`src/rtl/fir_output_stage.sv`:
```
// fir_output_stage: output stage behind the FIR accumulator.
//   E0: decimation decision, kept sample captured
//   E1: round-half-up and arithmetic shift by SHIFT
//   E2: saturate (or wrap) to OUT_W and write into the output FIFO
// The FIFO head drives data_out directly from storage.
//
// Optional feature macro: FIR_OUT_SAT_EN
//   defined   -> stage 2 clips to the OUT_W signed range and sat_flag is live
//   undefined -> stage 2 keeps the low OUT_W bits (wrap) and sat_flag is 0
//
// Handshake: a FIFO entry transfers on every rising edge where
// out_valid && out_ready. out_valid is high exactly while the FIFO holds
// at least one entry, and data_out stays stable while out_valid is high
// and out_ready is low. The upstream side has no backpressure: a write
// that arrives while the FIFO is full and not popping is dropped and
// reported through ovf_flag and drop_count.
module fir_output_stage #(
  parameter int IN_W       = 32,
  parameter int OUT_W      = 16,
  parameter int SHIFT      = 15,
  parameter int DECIM      = 1,
  parameter int FIFO_DEPTH = 4
) (
  input  logic             clk,
  input  logic             reset,
  input  logic             in_valid,
  input  logic [IN_W-1:0]  data_in,
  input  logic             clr_flags,
  output logic             out_valid,
  input  logic             out_ready,
  output logic [OUT_W-1:0] data_out,
  output logic             sat_flag,
  output logic             ovf_flag,
  output logic [7:0]       drop_count
);

  localparam int PH_W = 5;
  localparam int AW   = (FIFO_DEPTH > 1) ? $clog2(FIFO_DEPTH) : 1;
  localparam int CW   = AW + 1;
`ifdef FIR_OUT_SAT_EN
  localparam int R_W  = IN_W + 1;
`else
  localparam int R_W  = OUT_W;
`endif

  // Rounding constant 2^(SHIFT-1) at the widened stage-1 width.
  localparam logic [IN_W:0] RND = {{IN_W{1'b0}}, 1'b1} << (SHIFT - 1);

  // ---------------- stage 0: decimation ----------------
  logic [PH_W-1:0] phase;
  logic            s0_valid;
  logic [IN_W-1:0] s0_data;
  logic            keep;

  assign keep = in_valid && (phase == '0);

  // Phase advances on every valid input; only phase 0 samples are kept.
  always_ff @(posedge clk or negedge reset) begin
    if (!reset) begin
      phase    <= '0;
      s0_valid <= 1'b0;
      s0_data  <= '0;
    end else begin
      s0_valid <= keep;
      if (keep) begin
        s0_data <= data_in;
      end
      if (in_valid) begin
        if (phase == PH_W'(DECIM - 1)) begin
          phase <= '0;
        end else begin
          phase <= phase + 1'b1;
        end
      end
    end
  end

  // ---------------- stage 1: round and shift ----------------
  logic signed [IN_W:0] ext;
  logic signed [IN_W:0] sum;

  // Sign-extend by one bit so adding the rounding constant cannot overflow.
  always_comb begin
    ext = $signed({s0_data[IN_W-1], s0_data});
    sum = ext + $signed(RND);
  end

  logic                  s1_valid;
  logic signed [R_W-1:0] s1_r;

  // Register the shifted result; in wrap mode only the low OUT_W bits matter.
  always_ff @(posedge clk or negedge reset) begin
    if (!reset) begin
      s1_valid <= 1'b0;
      s1_r     <= '0;
    end else begin
      s1_valid <= s0_valid;
      if (s0_valid) begin
        s1_r <= R_W'(sum >>> SHIFT);
      end
    end
  end

  // ---------------- stage 2: saturate / wrap ----------------
  logic [OUT_W-1:0] sample;

`ifdef FIR_OUT_SAT_EN
  localparam logic signed [IN_W:0] MAX_V =
    $signed({{(IN_W - OUT_W + 2){1'b0}}, {(OUT_W - 1){1'b1}}});
  localparam logic signed [IN_W:0] MIN_V = ~MAX_V;

  logic clip;

  // Clip to the nearest OUT_W signed bound when out of range.
  always_comb begin
    sample = s1_r[OUT_W-1:0];
    clip   = 1'b0;
    if (s1_r > MAX_V) begin
      sample = {1'b0, {(OUT_W - 1){1'b1}}};
      clip   = 1'b1;
    end else if (s1_r < MIN_V) begin
      sample = {1'b1, {(OUT_W - 1){1'b0}}};
      clip   = 1'b1;
    end
  end

  // Sticky saturation flag; a set on the same edge as a clear wins.
  always_ff @(posedge clk or negedge reset) begin
    if (!reset) begin
      sat_flag <= 1'b0;
    end else if (s1_valid && clip) begin
      sat_flag <= 1'b1;
    end else if (clr_flags) begin
      sat_flag <= 1'b0;
    end
  end
`else
  // Wrap-around: keep the low OUT_W bits of the rounded result.
  always_comb begin
    sample = s1_r;
  end

  assign sat_flag = 1'b0;
`endif

  // ---------------- output FIFO ----------------
  logic [OUT_W-1:0] mem [FIFO_DEPTH];
  logic [AW-1:0]    rd_ptr;
  logic [AW-1:0]    wr_ptr;
  logic [CW-1:0]    count;
  logic [AW-1:0]    head_idx;
  logic             full;
  logic             pop;
  logic             push;
  logic             drop;

  assign out_valid = (count != '0);
  assign full      = (count == CW'(FIFO_DEPTH));
  assign pop       = out_valid && out_ready;
  assign push      = s1_valid && (!full || pop);
  assign drop      = s1_valid && full && !pop;

  // When empty, point at the slot of the last popped entry so it is held.
  always_comb begin
    head_idx = rd_ptr;
    if (count == '0) begin
      head_idx = rd_ptr - 1'b1;
    end
  end

  assign data_out = mem[head_idx];

  // Storage, pointers and occupancy; pointers wrap modulo FIFO_DEPTH.
  always_ff @(posedge clk or negedge reset) begin
    if (!reset) begin
      for (int i = 0; i < FIFO_DEPTH; i++) begin
        mem[i] <= '0;
      end
      rd_ptr <= '0;
      wr_ptr <= '0;
      count  <= '0;
    end else begin
      if (push) begin
        mem[wr_ptr] <= sample;
        wr_ptr      <= wr_ptr + 1'b1;
      end
      if (pop) begin
        rd_ptr <= rd_ptr + 1'b1;
      end
      case ({push, pop})
        2'b10:   count <= count + 1'b1;
        2'b01:   count <= count - 1'b1;
        default: count <= count;
      endcase
    end
  end

  // Overflow flag and saturating drop counter; a drop beats a clear.
  always_ff @(posedge clk or negedge reset) begin
    if (!reset) begin
      ovf_flag   <= 1'b0;
      drop_count <= '0;
    end else if (clr_flags) begin
      ovf_flag   <= drop;
      drop_count <= drop ? 8'd1 : 8'd0;
    end else if (drop) begin
      ovf_flag <= 1'b1;
      if (drop_count != 8'hFF) begin
        drop_count <= drop_count + 1'b1;
      end
    end
  end

endmodule
```
`config.mk`:
```
export PLATFORM = sky130hd
export DESIGN_NAME = fir_output_stage
export DESIGN_NICKNAME = d
export VERILOG_FILES = /design/src/rtl/fir_output_stage.sv
export SDC_FILE = /design/constraint.sdc
export NUM_CORES = 1
export LEC_CHECK = 0
export BUFFER_PORTS_ARGS = -buffer_cell sky130_fd_sc_hd__buf_2
export CAP_MARGIN = 20
export CELL_PAD_IN_SITES_DETAIL_PLACEMENT = 0
export CELL_PAD_IN_SITES_GLOBAL_PLACEMENT = 1
export CORE_MARGIN = 1
export CORE_UTILIZATION = 43
export CTS_CLUSTER_SIZE = 8
export DETAILED_ROUTE_END_ITERATION = 12
export GPL_ROUTABILITY_DRIVEN = 0
export PLACE_DENSITY = 0.87
export RECOVER_POWER = 25
export SETUP_SLACK_MARGIN = 0.15
export SYNTH_ARGS = -nofsm -noshare
export SYNTH_HDL_FRONTEND = slang
export SYNTH_SLANG_ARGS = --single-unit
```
`constraint.sdc`:
```
create_clock -name clk -period 2.3 [get_ports clk]
set_clock_uncertainty 0.1 [all_clocks]
set_input_delay 0.23 -clock clk [delete_from_list [all_inputs] [get_ports clk]]
set_output_delay 0.23 -clock clk [all_outputs]
set_load 0.03 [all_outputs]
```
==> flow_summary.json, run 1 <==
{
  "fmaxAchievable_mhz": 401,
  "hold_viol": 0,
  "layout_commonest_cell": "dfrtp_1",
  "final_cell_mix": "dfrtp_1, mux2_4, nor2_1",
  "remaining_drc_errors": 0,
  "grt_util_all_layers_pct": 19.5,
  "clkSinkCount": 120,
  "fin_ws_ns": -0.195,
  "status": "complete, but fails checks",
  "cts_tree": "done",
  "final_nets": 681,
  "antenna_found_initial": 0,
  "cp.required_ns": 1.97,
  "synth_edf_count": 0,
  "synth_fp_nets": 597,
  "clk_path_buf_depth": 2,
  "setup_violations": 17,
  "worstSetupPathType": "register to output pin",
  "antenna_cells": 0,
  "yosysSeqAreaShare_pct": 47.7,
  "fin_crit_sh_pct": 108,
  "worst_hold_slack_ns": 0.0101,
  "p_leak_nw": 3.53,
  "num_io_pins": 64,
  "path_max_fanout": 8,
  "syn_area_sq_um": 6300,
  "routed_via_density": 5.58,
  "vdd_ir_drop_max_uv": 745,
  "failed_checks": "setup timing",
  "report.final.slew_viol_count": 0,
  "cts_made_buffers": 17,
  "endpoint_kind": "output pin",
  "grt_pass1_wl_mm": 22.4,
  "ant_nets": 0,
  "power_density_nw_per_um2": 1590,
  "start_util_pct": 44.7,
  "dieArea_sq_um": 15100,
  "tns_ns": -2.24,
  "yosys_warnings": 0,
  "rsz0062_at_grt": "true",
  "dr.pass1.iters": 4,
  "drt_wl_total_mm": 14.2,
  "dieWidth_microns": 123,
  "portBuffers": 47,
  "finalInstanceArea_sq_um": 7980,
  "synthCells": 550,
  "post-route-util_pct": 56.6,
  "num_vias": 4601,
  "htreeDepth": 4,
  "wire_per_inst_microns": 17.2,
  "period_minus_slack_ns": 2.49,
  "worstMarginPinSlew_ns": 1.10,
  "synthArstFlopShare_pct": 100,
  "max_cap_viol_count": 0,
  "clk_latency_ns": 0.40,
  "path_clk_slew_ns": 0.05,
  "grt_pass1_vias": 4475,
  "die_h_microns": 123,
  "synth.distinct_cells": 52,
  "gr-total-overflow": 0,
  "place_area_sq_um": 6800,
  "final_layout_size_suffix_gt1_share_pct": 35.3,
  "place_ws_ns": 0.0364,
  "dpl.hpwl_mm": 8.72,
  "arrival_ns": 2.16,
  "drt_iter0_markers": 192,
  "relSlewSlack_pct": 26.8,
  "grt_start_max_net_pins": 63,
  "hold_class": "input pin to register",
  "syn_avg_cell_area_sq_um": 11.4,
  "syn_to_final_growth_pct": 26.7,
  "ys.flop_type": "dfrtp_1",
  "coreArea_sq_um": 14100,
  "critPathLaunchType": "register",
  "cts_root_buf": "clkbuf_16",
  "row_count": 43,
  "synth_seq_cells": 120
}
[state kept, by name, indices dropped and copies added, names as in the netlist]
name	count
count	3
drop_count	8
mem	64
ovf_flag	1
phase	5
rd_ptr	2
s0_data	17
s0_valid	1
s1_r	16
s1_valid	1
wr_ptr	2
[path summary, 6_finish.rpt]
kind | from | end | slack (ns) | depth (start not counted)
worst min-delay path | clr_flags | drop_count[2]$_DFFE_PN0P_ | 0.01 | 2
worst max-delay path | count[2]$_DFFE_PN0P_ | data_out[15] | -0.19 | 9
worst min register to register | phase[4]$_DFFE_PN0P_ | phase[4]$_DFFE_PN0P_ | 0.41 | 1
min in group asynchronous | reset | drop_count[5]$_DFFE_PN0P_ | 0.48 | 2
max in group asynchronous | reset | mem[1]$_DFFE_PN0P_ | 0.43 | 3
worst max register to register | count[1]$_DFFE_PN0P_ | count[2]$_DFFE_PN0P_ | -0.04 | 10
[cells by family after synthesis]
group,Yosys count,share of synthesized area [%]
buf+inv,49,4.33
other cells,1,0.0596
compound gates,117,10.6
simple gates,134,12.8
xor+xnor,24,3.34
fa+ha+maj,10,2.11
flops,120,47.7
mux,95,19.0
[per-layer routing]
layer	GRT usage (%)	share of wire [%]	vias to the layer above
met5	0	0	-
met4	6.48	1.1	0
met3	5.03	4.4	14
met2	31.4	49	114
met1	25.5	45	2308
li1	-	-	2165
[synthesized netlist by cell type (3+ instances only)]
master	n	share of area [%]
a211oi_1	16	1.9
a21oi_1	32	2.5
a31oi_1	3	0.30
and3_1	15	1.5
buf_12	5	1.6
buf_2	3	0.24
clkbuf_1	20	1.2
dfrtp_1	120	48
ha_1	9	1.8
inv_1	17	1.0
mux2_1	5	0.89
mux2_2	33	5.9
mux2_4	40	9.5
mux2i_1	17	2.7
nand2_1	14	0.83
nand2_8	4	1.3
nand3_1	12	0.95
nand4_1	7	0.70
nor2_1	40	2.4
nor3_1	4	0.32
nor3b_1	15	1.8
nor4_1	6	0.60
o21ai_0	44	3.5
o21ai_1	11	0.87
o31ai_1	3	0.36
or4_1	4	0.48
xnor2_1	19	2.6
xor2_1	5	0.70
[per-stage QoR]
step / total power, mW / std cells
after CTS: 12.2 / 817
after global placement: 8.84 / 764
after floorplan: 7.71 / 550
after global routing: 13.4 / 825
final: 12.7 / 825
after detailed placement: 9.10 / 764
[critical path, cell delays in order, from the launching register on]
cell and delay [ns]:
dfrtp_1 0.40, buf_6 0.14, nor3_4 0.20, buf_12 0.15, inv_8 0.05, nor2_4 0.18, buf_12 0.17, a211oi_2 0.07
o21ai_1 0.20, buf_4 0.19
[where the power goes]
group	internal (mW)	switching (mW)	leakage [nW]	total [mW]
clock network	1.61	0.845	0.273	2.46
logic	3.00	3.17	1.80	6.18
registers	3.09	0.965	1.46	4.06
total	7.71	4.98	3.53	12.7
[what timing repair did]
| item | CTS | global route |
|---|---|---|
| gates cloned | 1 | 7 |
| gates resized for setup | 55 | 33 |
| setup buffers | 5 | 1 |
| hold buffers | 17 | 0 |
| hold endpoints to repair | 58 | 0 |
| pin swaps | 10 | 13 |
| endpoints found under the setup margin | 17 | 82 |
[layout make-up]
type,instances,area (sq um)
multi-input cells,385,3250
fillers,1147,6120
inverters,18,77.6
repair inverters,1,6.26
well taps,180,225
clock inverters,3,40.0
flip-flops and latches,120,3000
clock buffers,27,513
repair buffers,91,855
Power figures use the tool's default switching activity.
==> run 2: changes to the inputs <==
CORE_MARGIN = 5   (was 1)
SETUP_SLACK_MARGIN = 0.4   (was 0.15)
==> flow_summary.json, run 2 (synthesis results as in run 1) <==
{
  "status": "complete, but fails checks",
  "failed_checks": "setup timing",
  "start_util_pct": 43.7,
  "num_vias": 4648,
  "worst_hold_slack_ns": 0.0845,
  "period_minus_slack_ns": 2.43,
  "report.final.slew_viol_count": 0,
  "largest_register_ffs": 64,
  "power_density_nw_per_um2": 1600,
  "coreArea_sq_um": 14400,
  "cp.required_ns": 1.97,
  "ant_nets": 0,
  "placed_cells_incl_taps": 768,
  "final_cells": 840,
  "dpl.hpwl_mm": 8.99,
  "htreeDepth": 4,
  "die_h_microns": 131,
  "critPathLaunchType": "register",
  "relSlewSlack_pct": 2.17,
  "path_clk_slew_ns": 0.05,
  "hold_viol": 0,
  "rsz0062_at_grt": "true",
  "nFillCells": 1149,
  "place_ws_ns": 0.0675,
  "grt_start_max_net_pins": 121,
  "fmaxAchievable_mhz": 411,
  "seq_area_sq_um": 3010,
  "drt_iter0_markers": 241,
  "r2r-end": "count[2]$_DFFE_PN0P_",
  "multi_input_area_sq_um": 3560,
  "vdd_ir_drop_max_uv": 647,
  "routed_via_density": 5.53,
  "final_nets": 690,
  "dr.pass1.iters": 5,
  "endpoint_kind": "output pin",
  "clk_latency_ns": 0.41,
  "rr_worst_depth": 10,
  "fin_ws_ns": -0.133,
  "max_cap_viol_count": 0,
  "cts_made_buffers": 17,
  "worstSetupPathType": "register to output pin",
  "num_io_pins": 64,
  "antenna_found_initial": 0,
  "final_cell_mix": "dfrtp_1, mux2_4, nor2_1",
  "arrival_ns": 2.10,
  "syn_to_final_growth_pct": 33.6,
  "path_max_fanout": 10,
  "portBuffers": 47,
  "holdPathEnd": "phase[1]$_DFFE_PN0P_",
  "grt_util_all_layers_pct": 18.5,
  "r2r_slack_ns": -0.02,
  "p_leak_nw": 3.76,
  "hp-start": "in_valid",
  "dieArea_sq_um": 17200,
  "clk_path_buf_depth": 2,
  "reg_top3": "mem x64, s0_data x17, s1_r x16",
  "fin_crit_sh_pct": 106,
  "final_layout_size_suffix_gt1_share_pct": 42.7,
  "dieWidth_microns": 131,
  "regMostFlops": "mem",
  "cts_root_buf": "clkbuf_16",
  "reg2reg_from": "count[1]$_DFFE_PN0P_",
  "grt_pass1_vias": 4750,
  "drt_wl_total_mm": 14.9,
  "grt_pass1_wl_mm": 24.6,
  "remaining_drc_errors": 0,
  "hold_class": "input pin to register",
  "cts_tree": "done",
  "clkSinkCount": 120,
  "gr-total-overflow": 0,
  "wire_per_inst_microns": 17.8,
  "antenna_cells": 0,
  "worstMarginPinSlew_ns": 1.47,
  "row_count": 44,
  "hold_path_depth": 3,
  "layout_commonest_cell": "dfrtp_1",
  "setup_violations": 17
}
==> run 2: cell count changes in the layout (fill, tap and decap cells not counted), moves of 8 or more <==
| cell | previous run | this run |
|---|---|---|
| nor3b_2 | 2 | 12 |
| mux2_4 | 40 | 64 |
| o21ai_2 | 12 | 31 |
| o21ai_0 | 22 | 12 |
| o21ai_1 | 21 | 12 |
| mux2_2 | 33 | 9 |
| buf_6 | 17 | 25 |
| nor3b_1 | 13 | 3 |
==> run 2: worst max-delay path by stage <==
stage / cells after the start / end / slack [ns] / from
final: 6 / data_out[5] / -0.13 / rd_ptr[1]$_DFFE_PN0N_
after detailed placement: 9 / count[2]$_DFFE_PN0P_ / 0.07 / count[2]$_DFFE_PN0P_
after CTS: 9 / data_out[14] / -0.12 / count[1]$_DFFE_PN0P_
after global routing: 9 / data_out[14] / -0.20 / count[1]$_DFFE_PN0P_
after floorplan: 10 / count[2]$_DFFE_PN0P_ / -0.09 / count[0]$_DFFE_PN0P_
after global placement: 9 / count[2]$_DFFE_PN0P_ / 0.1 / count[2]$_DFFE_PN0P_
==> run 2: area by class of cell <==
| type | count | share of cell area [%] |
|---|---|---|
| timing repair inverter | 1 | 0.0893 |
| timing repair buffer | 100 | 10.9 |
| multi-input combinational | 385 | 42.3 |
| tap | 184 | 2.74 |
| clock inverter | 8 | 1.40 |
| inverter | 18 | 0.893 |
| clock buffer | 24 | 5.85 |
| sequential | 120 | 35.8 |
==> run 2: layer usage <==
metal,routed length (microns),track usage [%]
met1,6500,24.5
met2,7420,30.2
met3,720,3.62
met4,304,6.96
met5,0,0
==> run 2: report_power, final <==
| group | leakage [nW] | internal (mW) | switching (mW) |
|---|---|---|---|
| logic | 2.00 | 3.28 | 3.37 |
| registers | 1.45 | 3.10 | 0.990 |
| clock network | 0.300 | 1.81 | 0.910 |
| total | 3.76 | 8.19 | 5.27 |
==> run 2: repair_timing <==
item                                   4_1_cts  5_1_grt
setup endpoints to repair                   98       96
setup buffers                               10        4
hold buffers                                19        0
cloned                                       7        0
pin swaps                                   25       11
resized for setup                           75       58
endpoints found under the hold margin      140        0
==> run 2: through the flow <==
stage               utilization (%)  total power, mW  TNS, ns  area, sq um
global placement               48.3             9.15        0         6960
CTS                            56.9             13.1    -1.13         8210
finish                         58.3             13.5    -1.30         8410
global route                   58.3             14.2    -3.18         8410
floorplan                         -             8.09  -0.0895         6580
detailed placement             48.3             9.44        0         6960
==> run 2: worst max-delay path, stage by stage, from the launching register on <==
cell and delay (ns):
dfrtp_1 0.47, buf_4 0.28, mux2i_1 0.36, nor2_1 0.10, a211oi_2 0.23, o21ai_2 0.10
buf_6 0.14
==> run 3: changes to the inputs <==
--- a/config.mk
+++ b/config.mk
@@ -8,3 +8,3 @@
 export BUFFER_PORTS_ARGS = -buffer_cell sky130_fd_sc_hd__buf_2
-export CAP_MARGIN = 20
+export CAP_MARGIN = 5
 export CELL_PAD_IN_SITES_DETAIL_PLACEMENT = 0
@@ -17,3 +17,2 @@
 export PLACE_DENSITY = 0.87
-export RECOVER_POWER = 25
 export SETUP_SLACK_MARGIN = 0.4
--- a/constraint.sdc
+++ b/constraint.sdc
@@ -4,2 +4,2 @@
 set_output_delay 0.23 -clock clk [all_outputs]
-set_load 0.03 [all_outputs]
+set_load 0.005 [all_outputs]
==> flow_summary.json, run 3 (synthesis results as in run 1) <==
{
  "switching_share_pct": 37.3,
  "cp_cell_sequence": "nor3_4 -> buf_6 -> inv_8 -> buf_4 -> nor3_1 -> a21oi_1 -> o22a_1 -> buf_2",
  "crit_end": "data_out[14]",
  "hold_class": "input pin to register",
  "num_vias": 4623,
  "dieArea_sq_um": 17200,
  "hold_viol": 0,
  "final_cells": 838,
  "wire_per_inst_microns": 18.4,
  "row_count": 44,
  "htreeDepth": 4,
  "pwr-share-clk_pct": 21.5,
  "critPathLaunchType": "register",
  "pwr-share-comb_pct": 44.5,
  "r2r_slack_ns": 0.06,
  "status": "complete, but fails checks",
  "ant_nets": 0,
  "cp_top_family": "buffers and inverters",
  "final_layout_size_suffix_gt1_share_pct": 38.5,
  "grt_util_all_layers_pct": 18.9,
  "worstSetupPathType": "register to output pin",
  "crit_buf_inv": 4,
  "syn_to_final_growth_pct": 30.0,
  "cp.required_ns": 1.97,
  "cts_root_buf": "clkbuf_16",
  "routed_via_density": 5.52,
  "endpoint_kind": "output pin",
  "num_io_pins": 64,
  "clkSinkCount": 120,
  "rsz0062_at_grt": "true",
  "grt_start_max_net_pins": 65,
  "multi_input_area_sq_um": 3450,
  "final_cell_mix": "dfrtp_1, mux2_4, buf_2",
  "drt_wl_total_mm": 15.4,
  "sequentialPowerShare_pct": 34.0,
  "portBuffers": 47,
  "cts_made_buffers": 17,
  "start_util_pct": 43.7,
  "nFillCells": 1180,
  "regMostFlops": "mem",
  "gr-total-overflow": 0,
  "worstMarginPinSlew_ns": 0.678,
  "die_h_microns": 131,
  "p_leak_nw": 3.66,
  "rr_worst_depth": 9,
  "crit_slowest_cell": "dfrtp_2",
  "relSlewSlack_pct": 54.4,
  "clk_latency_ns": 0.42,
  "path_clk_slew_ns": 0.06,
  "switching_power_mw": 4.55,
  "grt_pass1_vias": 4788,
  "dr.pass1.iters": 4,
  "antenna_cells": 0,
  "max_cap_viol_count": 0,
  "fmaxAchievable_mhz": 428,
  "power_density_nw_per_um2": 1490,
  "reg_top3": "mem x64, s0_data x17, s1_r x16",
  "final_nets": 689,
  "fin_crit_sh_pct": 102,
  "report.final.slew_viol_count": 0,
  "antenna_found_initial": 0,
  "dieWidth_microns": 131,
  "crit_start": "count[1]$_DFFE_PN0P_",
  "layout_commonest_cell": "dfrtp_1",
  "remaining_drc_errors": 0,
  "coreArea_sq_um": 14400,
  "fin_ws_ns": -0.0388,
  "path_max_fanout": 8,
  "drt_iter0_markers": 224,
  "reg2reg_from": "count[0]$_DFFE_PN0P_",
  "setup_violations": 5,
  "clk_path_buf_depth": 2,
  "intPower_mw": 7.66,
  "failed_checks": "setup timing",
  "seq_area_sq_um": 3010,
  "cts_tree": "done",
  "post-route-util_pct": 56.7,
  "arrival_ns": 2.01,
  "dpl.hpwl_mm": 9.13,
  "grt_pass1_wl_mm": 24.8,
  "period_minus_slack_ns": 2.34,
  "vdd_ir_drop_max_uv": 931,
  "r2r-end": "count[2]$_DFFE_PN0P_",
  "placed_cells_incl_taps": 768,
  "largest_register_ffs": 64,
  "power_mw": 12.2,
  "place_ws_ns": 0.0488,
  "worst-path-stages": 8,
  "worst_path_largest_cell_delay_ns": 0.43
}
==> run 3: cell count changes in the layout (fill, tap and decap cells not counted), moves of 6 or more <==
cell / change
o21ai_1: +19
buf_2: +17
o21ai_2: -25
buf_6: -17
a211oi_2: -6
a211oi_1: +7
==> run 3: worst min-delay path by stage <==
| stage | start | end | slack, ns | cells after the start |
|---|---|---|---|---|
| after detailed placement | reset | drop_count[1]$_DFFE_PN0P_ | 0.13 | 1 |
| after CTS | in_valid | phase[1]$_DFFE_PN0P_ | 0.05 | 2 |
| after floorplan | reset | count[0]$_DFFE_PN0P_ | -0.17 | 0 |
| after global placement | reset | drop_count[1]$_DFFE_PN0P_ | 0.12 | 1 |
| after global routing | in_valid | phase[1]$_DFFE_PN0P_ | 0.07 | 3 |
| final | in_valid | phase[1]$_DFFE_PN0P_ | 0.08 | 3 |
==> run 3: per-stage QoR <==
step | cell area [sq um] | setup TNS (ns) | hold WS, ns
final | 8180 | -0.107 | 0.0780
after global routing | 8180 | -1.53 | 0.0685
after CTS | 7990 | 0 | 0.0484
after detailed placement | 6840 | 0 | 0.129
after global placement | 6840 | 0 | 0.117
after floorplan | 6420 | -0.0895 | -0.166
==> run 3: worst min-delay path, cell delays in order <==
cell,delay [ns]
buf_2,0.17
nand2_1,0.09
o22ai_1,0.06
==> run 3: what timing repair did <==
action                     CTS  global route
hold buffers                19             0
hold endpoints to repair    56             0
buffers inserted             9             3
pin swaps                   14            24
resized for setup           68            40
gates cloned                 8             0
setup endpoints to repair  104            98
==> run 3: final cells by class <==
class                      count  share of cell area [%]
multi-input combinational    385                    42.2
clock inverter                13                    1.91
inverter                      18                   0.948
clock buffer                  18                    5.24
sequential                   120                    36.8
timing repair buffer         100                    10.1
tap                          184                    2.81
==> run 3: power by group through the flow <==
stage	Clock [mW]	Combinational, mW	Sequential (mW)
after floorplan	0	3.39	3.74
after global placement	0	4.26	3.96
after detailed placement	0	4.42	4.07
after CTS	2.67	5.12	4.08
after global routing	2.76	5.87	4.30
final	2.63	5.43	4.15
==> run 3: layer usage <==
metal | vias to the layer above | part of all wire [%] | GRT usage (%)
met4 | 0 | 1.9 | 8.41
li1 | 2171 | - | -
met1 | 2301 | 44 | 24.0
met5 | - | 0 | 0
met2 | 127 | 48 | 30.0
met3 | 24 | 5.6 | 5.73
